[config.mk]
export PLATFORM = sky130hd
export DESIGN_NAME = miriscv_irq_ctrl
export DESIGN_NICKNAME = d
export VERILOG_FILES = /design/src/rtl/miriscv_irq_pkg.sv /design/src/rtl/miriscv_irq_prio_enc.sv /design/src/rtl/miriscv_irq_ctrl.sv
export SDC_FILE = /design/constraint.sdc
export NUM_CORES = 1
export LEC_CHECK = 0
export ABC_AREA = 1
export CORE_ASPECT_RATIO = 1.2
export CORE_UTILIZATION = 50
export DETAILED_ROUTE_END_ITERATION = 10
export PLACE_DENSITY_LB_ADDON = 0.08
export SYNTH_ARGS = -nofsm -noshare
export SYNTH_HDL_FRONTEND = slang
export SYNTH_HIERARCHICAL = 1
export SYNTH_SLANG_ARGS = --single-unit
[constraint.sdc]
create_clock -name clk_i -period 3.9 [get_ports clk_i]
set_clock_uncertainty 0.2 [all_clocks]
set_input_delay 0.585 -clock clk_i [delete_from_list [all_inputs] [get_ports clk_i]]
set_output_delay 0.585 -clock clk_i [all_outputs]
set_load 0.05 [all_outputs]
[src/rtl/miriscv_irq_pkg.sv]
// Shared types and helpers for the miriscv interrupt controller and related blocks.
package miriscv_irq_pkg;

   localparam int IRQ_MAX_SRC = 32;

   typedef enum logic [1:0] {
      IDLE    = 2'd0,
      REQ     = 2'd1,
      SERVICE = 2'd2
   } irq_state_e;

   // Width of a source index; never below 1 so a single-source build still has an id port.
   function automatic int irq_id_w(input int n);
      return (n <= 2) ? 1 : $clog2(n);
   endfunction

endpackage

[src/rtl/miriscv_irq_prio_enc.sv]
// Lowest-index-wins priority encoder with a valid flag.
module miriscv_irq_prio_enc #(
   parameter int N    = 32,
   parameter int ID_W = 5
) (
   input  logic [N-1:0]    req,
   output logic            valid,
   output logic [ID_W-1:0] idx
);

   // Scan from the top down so the lowest set index is the last one written.
   always_comb begin
      valid = |req;
      idx   = '0;
      for (int i = N - 1; i >= 0; i--) begin
         if (req[i]) idx = ID_W'(i);
      end
   end

endmodule

[src/rtl/miriscv_irq_ctrl.sv]
// Interrupt controller: synchronises sources, captures edge/level requests, masks them
// and hands the lowest pending index to the core via a request/ack/return handshake.
module miriscv_irq_ctrl
   import miriscv_irq_pkg::*;
#(
   parameter int          N_SRC       = 32,
   parameter int          SYNC_STAGES = 2,
   parameter logic [31:0] EDGE_MASK   = 32'h0,
   localparam int         ID_W        = irq_id_w(N_SRC)
) (
   input  logic             clk_i,
   input  logic             rst_n_i,
   input  logic [N_SRC-1:0] int_req_i,
   input  logic             mask_we_i,
   input  logic [N_SRC-1:0] mask_wdata_i,
   output logic [N_SRC-1:0] mask_o,
   output logic [N_SRC-1:0] pending_o,
   output logic             irq_o,
   output logic [ID_W-1:0]  irq_id_o,
   input  logic             irq_ack_i,
   input  logic             irq_ret_i
);

   logic [N_SRC-1:0] sync;
   logic [N_SRC-1:0] pending;
   logic [N_SRC-1:0] eligible;
   logic [N_SRC-1:0] mask_reg;
   logic             irq_reg;
   logic [ID_W-1:0]  irq_id_reg;
   logic [ID_W-1:0]  win_id;
   logic             win_valid;
   logic             ack_fire;
   irq_state_e       state_reg;

   generate
      if (SYNC_STAGES == 0) begin : g_nosync
         assign sync = int_req_i;
      end else begin : g_sync
         logic [N_SRC-1:0] sync_reg [SYNC_STAGES];
         always_ff @(posedge clk_i or negedge rst_n_i) begin
            if (!rst_n_i) begin
               for (int i = 0; i < SYNC_STAGES; i++) sync_reg[i] <= '0;
            end else begin
               sync_reg[0] <= int_req_i;
               for (int i = 1; i < SYNC_STAGES; i++) sync_reg[i] <= sync_reg[i-1];
            end
         end
         assign sync = sync_reg[SYNC_STAGES-1];
      end
   endgenerate

   assign ack_fire = (state_reg == REQ) && irq_ack_i;

   // Edge sources hold a sticky bit (new edge beats the ack clear); level sources follow sync.
   genvar gi;
   generate
      for (gi = 0; gi < N_SRC; gi++) begin : g_src
         if (EDGE_MASK[gi]) begin : g_edge
            logic sync_d_reg;
            logic pend_reg;
            logic clr;
            assign clr = ack_fire && (irq_id_reg == ID_W'(gi));
            always_ff @(posedge clk_i or negedge rst_n_i) begin
               if (!rst_n_i) begin
                  sync_d_reg <= 1'b0;
                  pend_reg   <= 1'b0;
               end else begin
                  sync_d_reg <= sync[gi];
                  pend_reg   <= (sync[gi] & ~sync_d_reg) | (pend_reg & ~clr);
               end
            end
            assign pending[gi] = pend_reg;
         end else begin : g_level
            assign pending[gi] = sync[gi];
         end
      end
   endgenerate

   always_ff @(posedge clk_i or negedge rst_n_i) begin
      if (!rst_n_i) begin
         mask_reg <= '0;
      end else if (mask_we_i) begin
         mask_reg <= mask_wdata_i;
      end
   end

   assign eligible = pending & mask_reg;

   miriscv_irq_prio_enc #(
      .N    (N_SRC),
      .ID_W (ID_W)
   ) u_prio_enc (
      .req   (eligible),
      .valid (win_valid),
      .idx   (win_id)
   );

   always_ff @(posedge clk_i or negedge rst_n_i) begin
      if (!rst_n_i) begin
         state_reg  <= IDLE;
         irq_reg    <= 1'b0;
         irq_id_reg <= '0;
      end else begin
         case (state_reg)
            IDLE: begin
               if (win_valid) begin
                  irq_id_reg <= win_id;
                  irq_reg    <= 1'b1;
                  state_reg  <= REQ;
               end
            end
            REQ: begin
               // Acknowledge wins over a simultaneous withdrawal.
               if (irq_ack_i) begin
                  irq_reg   <= 1'b0;
                  state_reg <= SERVICE;
               end else if (!eligible[irq_id_reg]) begin
                  irq_reg   <= 1'b0;
                  state_reg <= IDLE;
               end
            end
            SERVICE: begin
               if (irq_ret_i) state_reg <= IDLE;
            end
            default: begin
               irq_reg   <= 1'b0;
               state_reg <= IDLE;
            end
         endcase
      end
   end

   assign mask_o    = mask_reg;
   assign pending_o = pending;
   assign irq_o     = irq_reg;
   assign irq_id_o  = irq_id_reg;

endmodule

# Word-level counts from Yosys, hierarchy flattened

Index checks and enable logic that the tools add are counted.

Reduce and logical (&&, ||, !) cells: 5
Mux-type cells: 43
Equality and inequality tests: 5
Order comparisons: 1
Bitwise operators: 2

Operators by type and width:

| cell                                                                    | count |
|---|---|
| 5-bit two-way mux                                                       | 32 |
| 32-bit AND                                                              | 1 |
| 32-bit OR reduction                                                     | 1 |
| 2-bit two-way mux                                                       | 4 |
| 5-bit by 6-bit < comparator with 1-bit output, second input constant    | 1 |
| 2-bit one-hot mux with 3 select lines                                   | 1 |
| 3-bit AND reduction                                                     | 2 |
| 1-bit binary-select mux with 5-bit select                               | 1 |
| 1-bit two-way mux                                                       | 4 |
| 3-bit inequality test, second input constant                            | 1 |
| 1-bit one-hot mux with 3 select lines                                   | 1 |
| 2-bit by 1-bit == test with 1-bit output, second input constant         | 1 |
| 2-bit == test, second input constant                                    | 1 |
| 2-bit logical NOT                                                       | 1 |
| 2-bit by 1-bit inequality test with 1-bit output, second input constant | 1 |
| 2-bit inequality test, second input constant                            | 1 |
| 2-bit AND reduction                                                     | 1 |
| 1-bit NOT                                                               | 1 |

Input port bits: 69
Register bits after elaboration: 104
Word-level logic and storage cells: 62

# Longest topological paths before layout

Gate-level depths: netlist of the first run.

Depth in word-level cells: 33
Gate-level depth with buffers: 35

# By module

Netlist of the first run, hierarchy kept.

Modules (own cells, without submodules):

| module               | cells each | area an instance (sq um) | times used |
|---|---|---|---|
| miriscv_irq_ctrl     | 334        | 3,941.3                  | 1 |
| miriscv_irq_prio_enc | 107        | 470.5                    | 1 |

# Least setup slack after synthesis of the first run

No wires, ideal clock.

Path kind: flip-flop to flip-flop
Start point: register mask_reg[30], in the netlist mask_o[30]
End point: register irq_id_reg[0], in the netlist irq_id_o[0]
Slack: 1,340 ps
Stages on the path, launching flop included: 36
Required time: 3,567 ps
Data arrival time: 2,227 ps
Period minus slack after synthesis: 2,560 ps
Cell sequence: dfrtp_1 -> nand2_1 -> inv_1 -> inv_1 -> nand2_1 -> nand2_1 -> nand2_1 -> nand2_1 -> nand2_1 -> nand2_1 -> nand2_1 -> nand2_1 -> nand2_1 -> nand2_1 -> nand2_1 -> nand2_1 -> nand2_1 -> nand2_1 -> nand2_1 -> nand2_1 -> nand2_1 -> nand2_1 -> nand2_1 -> nand2_1 -> nand2_1 -> nand2_1 -> nand2_1 -> nand2_1 -> nand2_1 -> nand2_1 -> nand2_1 -> nand2_1 -> nand2_1 -> a21oi_2 -> nor2_1 -> a21oi_1

Cells in the longest elaborated chain, start to end: 32

RTL lines:

| item                             | line                       | source |
|---|---|---|
| from (decl)                      | miriscv_irq_ctrl.sv:27     | `logic [N_SRC-1:0] mask_reg;` |
| from (signal assigned)           | miriscv_irq_ctrl.sv:83     | `mask_reg <= mask_wdata_i;` |
| 32-bit AND                       | miriscv_irq_ctrl.sv:87     | `assign eligible = pending & mask_reg;` |
| via eligible[30]                 | miriscv_irq_ctrl.sv:26     | `logic [N_SRC-1:0] eligible;` |
| 5-bit two-way mux (31 in series) | miriscv_irq_prio_enc.sv:16 | `if (req[i]) idx = ID_W'(i);` |
| via win_id[0]                    | miriscv_irq_ctrl.sv:30     | `logic [ID_W-1:0] win_id;` |
| to (signal assigned)             | miriscv_irq_ctrl.sv:107    | `irq_id_reg <= win_id;` |
| to (decl)                        | miriscv_irq_ctrl.sv:29     | `logic [ID_W-1:0] irq_id_reg;` |

The timed path passes the listed nets, and every way through them passes these cells.
A chain may end at the register's enable or synchronous reset.

# Worst setup path in the final report of the first run

Start point: register irq_id_reg[1], in the netlist irq_id_o[1]
End point: output irq_id_o[1]

RTL lines:

| item      | line                   | source |
|---|---|---|
| to (decl) | miriscv_irq_ctrl.sv:19 | `output logic [ID_W-1:0] irq_id_o,` |

No word-level cell between the ends.

==> results.md, run 1 <==
- RSZ-0062 raised after global routing: no
- TritonCTS buffer count: 9
- Vias: 3214
- Slew headroom: 47.0%
- CP max stage cell: clkdlybuf4s50_1
- Bufs and invs on worst path: 1
- Final antenna-violating net count: 0
- Commonest non-fill, non-tap cell in the layout: clkdlybuf4s50_1
- Chip width: around 88 um
- Vias per cell: between 4 and 5
- WP data required: about 3.1 ns
- Total global-route track usage: 21.9%
- IO Pins: 139
- Routed wire length: 9370 um
- Worst path arrival time: around 1.9 ns
- Sink Count: between 100 and 150
- Mapped Avg Cell Area: 10.0 um^2
- Critical Path Max Stage Delay: 0.91 ns
- Initial antenna violation count: 0
- Post-cts resize count: 0
- DR iter-0 viols: 168
- Run status: finished, final reports clean
- H-tree levels: 3
- Avg WL per Cell: approximately 14 um
- Leak pwr: about 2.8 nW
- Worst R2R End: irq_id_o[0]
- # setup viols final: 0
- GP Congestion: between 0.8 and 0.9
- Post-cts hold buffer count: 0
- Die height: 105 um
- Commonest non-fill, non-tap cells in the layout: clkdlybuf4s50_1, dfrtp_1, nand2_1, inv_1, nand3_1
- CORE AREA: 8560 um^2
- Async SR Flop Fraction: 100%
- Synth Flop Type: dfrtp_1
- Vias in the first global route: 3287
- CP startpoint kind: register
- CTS max path bufs: 2
- Share of cells above drive strength 1: 10.8%
- Worst ir drop on vdd: 0.307 mV
- Worst-skew pair later-pin latency: 0.37 ns
- Largest net degree at the start of global routing: 54
- Nets: just over 600
- Share of the clock period used by the worst path: a little over two thirds
- Mapped Nets: 510
- EDFF count, synth: 0
- Worst slew pin tran: 0.795 ns
- FP Rows: 37
- Worst Reg-to-Reg Cells: 35
- Setup TNS: 0 ns
- Pwr Total: 3.09 mW
- Residual DRC: 0
- Post-route minimum period: 2.71 ns
- CP Max Fanout: 10
- Final Hold Vio Count: 0
- Drt pass-1 iters: 4
- Critical path endpoint category: output pin
- Power per cell area: between 500 and 600 nW/um^2
- Highest clock rate: 369 MHz
- Antenna diodes: 0
- Synth unique cells: 29
- Reg2reg setup slack: 1.38 ns
- Yosys Warn Count: 6
- Initial Util: about half
- Final Core Density: around two thirds
- Die Area: 9200 um^2
- First-pass GRT wire length: 15300 um
- CP Cell Sequence: clkdlybuf4s50_1
- Worst hold-check path type: in2async
- Synth Instances: 441
- Setup Fix Bufs, Post-CTS: 0
- Cell family with most CP delay: buffers and inverters
- Detailed placement HPWL: 6750 um
- Sequential area share after synthesis: 59.0%
- Worst-path clk slew: ~0.09 ns
- Root Buffer: clkbuf_8
- Flops & latches, synth: around 100
- R2R Path Start: mask_o[30]
- WS Path Type: reg2out
- Synthesis-to-layout area growth: 33.3%
- Synthesized area: 4410 um^2
- Max-slew violation count: 0
- Port Buf Inserts: around 140
- CTS tree: done
- Critical path depth: 1
- Global route overflow: 0
- Max cap viols: 0
-- stage by stage --
step           hold WS (ns)  instance area [um^2]  std cells  setup WS, ns
3_5_place_dp          0.135                  5660        657          1.46
5_1_grt              0.0786                  5880        673         0.954
6_report             0.0401                  5880        673          1.19
3_3_place_gp          0.131                  5660        657          1.50
2_1_floorplan        0.0894                  4410        441          1.34
4_1_cts              0.0522                  5880        673          1.18
-- layout make-up --
type,count,area (um^2)
multi-input cells,223,1200
fillers,678,2690
clock inverters,5,80.1
well taps,117,146
flip-flops and latches,104,2600
clock buffers,11,141
repair buffers,140,1400
inverters,73,307
-- logic make-up after synthesis --
family | synth area share [%]
compound gates | 2.38
simple gates | 16.7
flops | 59.0
mux | 8.17
buf+inv | 13.8
-- report_power, final --
| group | internal (mW) | total (mW) | leakage [nW] | switching (mW) |
|---|---|---|---|---|
| clock | 0.378 | 0.729 | 0.106 | 0.351 |
| combinational | 0.381 | 1.06 | 1.50 | 0.681 |
| sequential | 1.19 | 1.29 | 1.22 | 0.107 |
-- cells in the mapped netlist, types with 2 or more instances --
library cell	instances	share of area, %
mux2_2	30	7.7
a21oi_1	7	0.79
buf_6	3	0.77
clkbuf_1	2	0.17
inv_1	65	5.5
dfrtp_1	104	59
nor4_1	2	0.28
inv_2	5	0.43
buf_4	32	5.4
nand3_1	53	6.0
bufinv_8	2	0.79
mux2_1	2	0.51
nor3_1	2	0.23
nand2_1	93	7.9
nor2_1	22	1.9
buf_2	4	0.45
-- how the worst max path moves through the flow --
stage                            from     endpoint  slack, ns
after detailed placement   mask_o[30]  irq_id_o[0]       1.46
final                     irq_id_o[1]  irq_id_o[1]       1.19
after global routing       mask_o[30]  irq_id_o[0]       0.95
after global placement     mask_o[30]  irq_id_o[0]       1.50
after floorplan            mask_o[30]  irq_id_o[0]       1.34
after CTS                 irq_id_o[1]  irq_id_o[1]       1.18
-- routing by layer --
metal,part of all wire (%),wire length (um),global-route usage (%),vias to the layer above
li1,-,-,-,1566
met1,42,3980,27.7,1531
met2,50,4650,35.1,107
met3,6.5,609,6.71,10
met4,1.4,131,8.08,0
met5,0,0,0,-
Note: power is estimated with default switching activity, not from simulation.
==> run 2, diff against run 1 <==
- CORE_UTILIZATION: 50 -> 46
- clock period: 3.9 -> 2.6 ns (I/O delays scaled with it)
==> results.md, run 2 (same netlist as run 1, synthesis figures left out) <==
- Global route overflow: 0
- CP max stage cell: dfrtp_1
- Root Buffer: clkbuf_8
- IO Pins: 139
- CTS tree: done
- Port Buf Inserts: 138
- Antenna diodes: 0
- FP Rows: 38
- Critical Path Max Stage Delay: 0.41 ns
- Most common cell on crit path: nand2_1
- NetSw: about 1.7 mW
- Residual DRC: 0
- CTS max path bufs: 2
- Nets: 626
- Run status: finished, final reports clean
- Synthesis-to-layout area growth: 34.2%
- Die Area: 9990 um^2
- Largest net degree at the start of global routing: 43
- CP Max Fanout: 3
- Worst-skew pair later-pin latency: roughly 0.36 ns
- Critical path depth: 35
- Avg WL per Cell: approximately 14 um
- First-pass GRT wire length: 15800 um
- Critical path endpoint category: register
- Fillers: 761
- Detailed placement HPWL: 7100 um
- Worst Reg-to-Reg Cells: 35
- WP data required: 2.69 ns
- Worst slew pin tran: about 0.53 ns
- Setup crit end: irq_id_o[0]
- Multi-input gate area: between 1000 and 1500 um^2
- Die height: 109 um
- R2R Path Start: mask_o[30]
- Initial antenna violation count: 0
- Share of the clock period used by the worst path: 96.6%
- Register area: around 2600 um^2
- Post-route minimum period: 2.51 ns
- Drt pass-1 iters: 4
- Sw Share: 37.8%
- Initial Util: 48.1%
- Share of cells above drive strength 1: 12.8%
- WS Path Type: reg2reg
- Leak pwr: between 2 and 3 nW
- Commonest non-fill, non-tap cells in the layout: clkdlybuf4s50_1, dfrtp_1, nand2_1, inv_1, nand3_1
- P_int: 2.82 mW
- Seq pwr share: 43.0%
- Clock power share: 21.5%
- Slew headroom: 64.6%
- # setup viols final: 0
- Highest clock rate: roughly 400 MHz
- Worst-path clk slew: 0.09 ns
- Final Core Density: 64.5%
- DR iter-0 viols: roughly 140
- Combinational share of power: between 30% and 40%
- Worst hold-check path type: reg2reg
- Worst setup path start: mask_o[30]
- Total global-route track usage: 20.8%
- Vias: 3273
- Hold path cells: 0
- Max-slew violation count: 0
- Non-filler cells, final: 682
- Reg2reg setup slack: slightly below 0.09 ns
- Routed wire length: 9450 um
- Final Hold Vio Count: 0
- Worst ir drop on vdd: roughly 0.46 mV
- Chip width: around 91 um
- RSZ-0062 raised after global routing: yes
- GP Congestion: between 0.8 and 0.9
- Cell family with most CP delay: simple AND/OR/NAND/NOR gates
- Final antenna-violating net count: 0
- Bufs and invs on worst path: 2
- Worst R2R End: irq_id_o[0]
- Sink Count: 104
- TritonCTS buffer count: 9
- Vias per cell: about 4.8
- Setup TNS: 0 ns
- Commonest non-fill, non-tap cell in the layout: clkdlybuf4s50_1
- DP Cell Count: 664
- CP startpoint kind: register
- Vias in the first global route: 3262
- Max cap viols: 0
- Power per cell area: 765 nW/um^2
- H-tree levels: 3
- Worst path arrival time: 2.60 ns
- CORE AREA: 9180 um^2
[run 2: power by group through the flow]
| stage | sequential (mW) | clock [mW] | combinational [mW] |
|---|---|---|---|
| 6_report | 1.95 | 0.973 | 1.61 |
| 3_3_place_gp | 1.97 | 0 | 1.60 |
| 4_1_cts | 1.95 | 0.999 | 1.62 |
| 2_1_floorplan | 2.26 | 0 | 0.790 |
| 3_5_place_dp | 1.98 | 0 | 1.61 |
| 5_1_grt | 1.97 | 1.07 | 1.75 |
[run 2: cell type report]
type / count / share of cell area (%)
Clock buffer: 12 / 2.28
Timing Repair Buffer: 146 / 24.6
Inverter: 73 / 5.18
Tap cell: 120 / 2.54
Multi-Input combinational cell: 223 / 20.5
Sequential cell: 104 / 43.9
Clock inverter: 4 / 0.930
[run 2: per-layer routing]
metal	part of all wire, %	wire (um)	up-vias	global-route usage (%)
li1	-	-	1576	-
met1	43	4040	1575	26.1
met3	7.0	666	9	6.28
met5	0	0	-	0
met2	49	4640	113	34.5
met4	1.2	110	0	6.58
[run 2: what timing repair did]
item | 4_1_cts | 5_1_grt
gates resized for setup | 0 | 8
hold buffers | 1 | 0
setup endpoints to repair | 0 | 2
buffers inserted | 0 | 1
endpoints found under the hold margin | 32 | 0
[run 2: per-stage QoR]
step                      worst slack [ns]  hold WS, ns  total power, mW  area (um^2)
after detailed placement             0.113        0.135             3.59         5700
final                               0.0894        0.153             4.53         5920
after floorplan                     0.0403       -0.106             3.05         4410
after CTS                           0.0884        0.155             4.56         5900
after global routing                -0.338        0.162             4.79         5920
after global placement               0.198        0.131             3.57         5700
[run 2: how the worst min path moves through the flow]
stage	start	end	slack [ns]
after CTS	g_sync.sync_reg[49]	pending_o[17]	0.16
after detailed placement	g_sync.sync_reg[39]	pending_o[7]	0.13
after floorplan	rst_n_i	g_sync.sync_reg[32]	-0.11
after global routing	g_sync.sync_reg[55]	pending_o[23]	0.16
final	g_sync.sync_reg[44]	pending_o[12]	0.15
after global placement	g_sync.sync_reg[45]	pending_o[13]	0.13
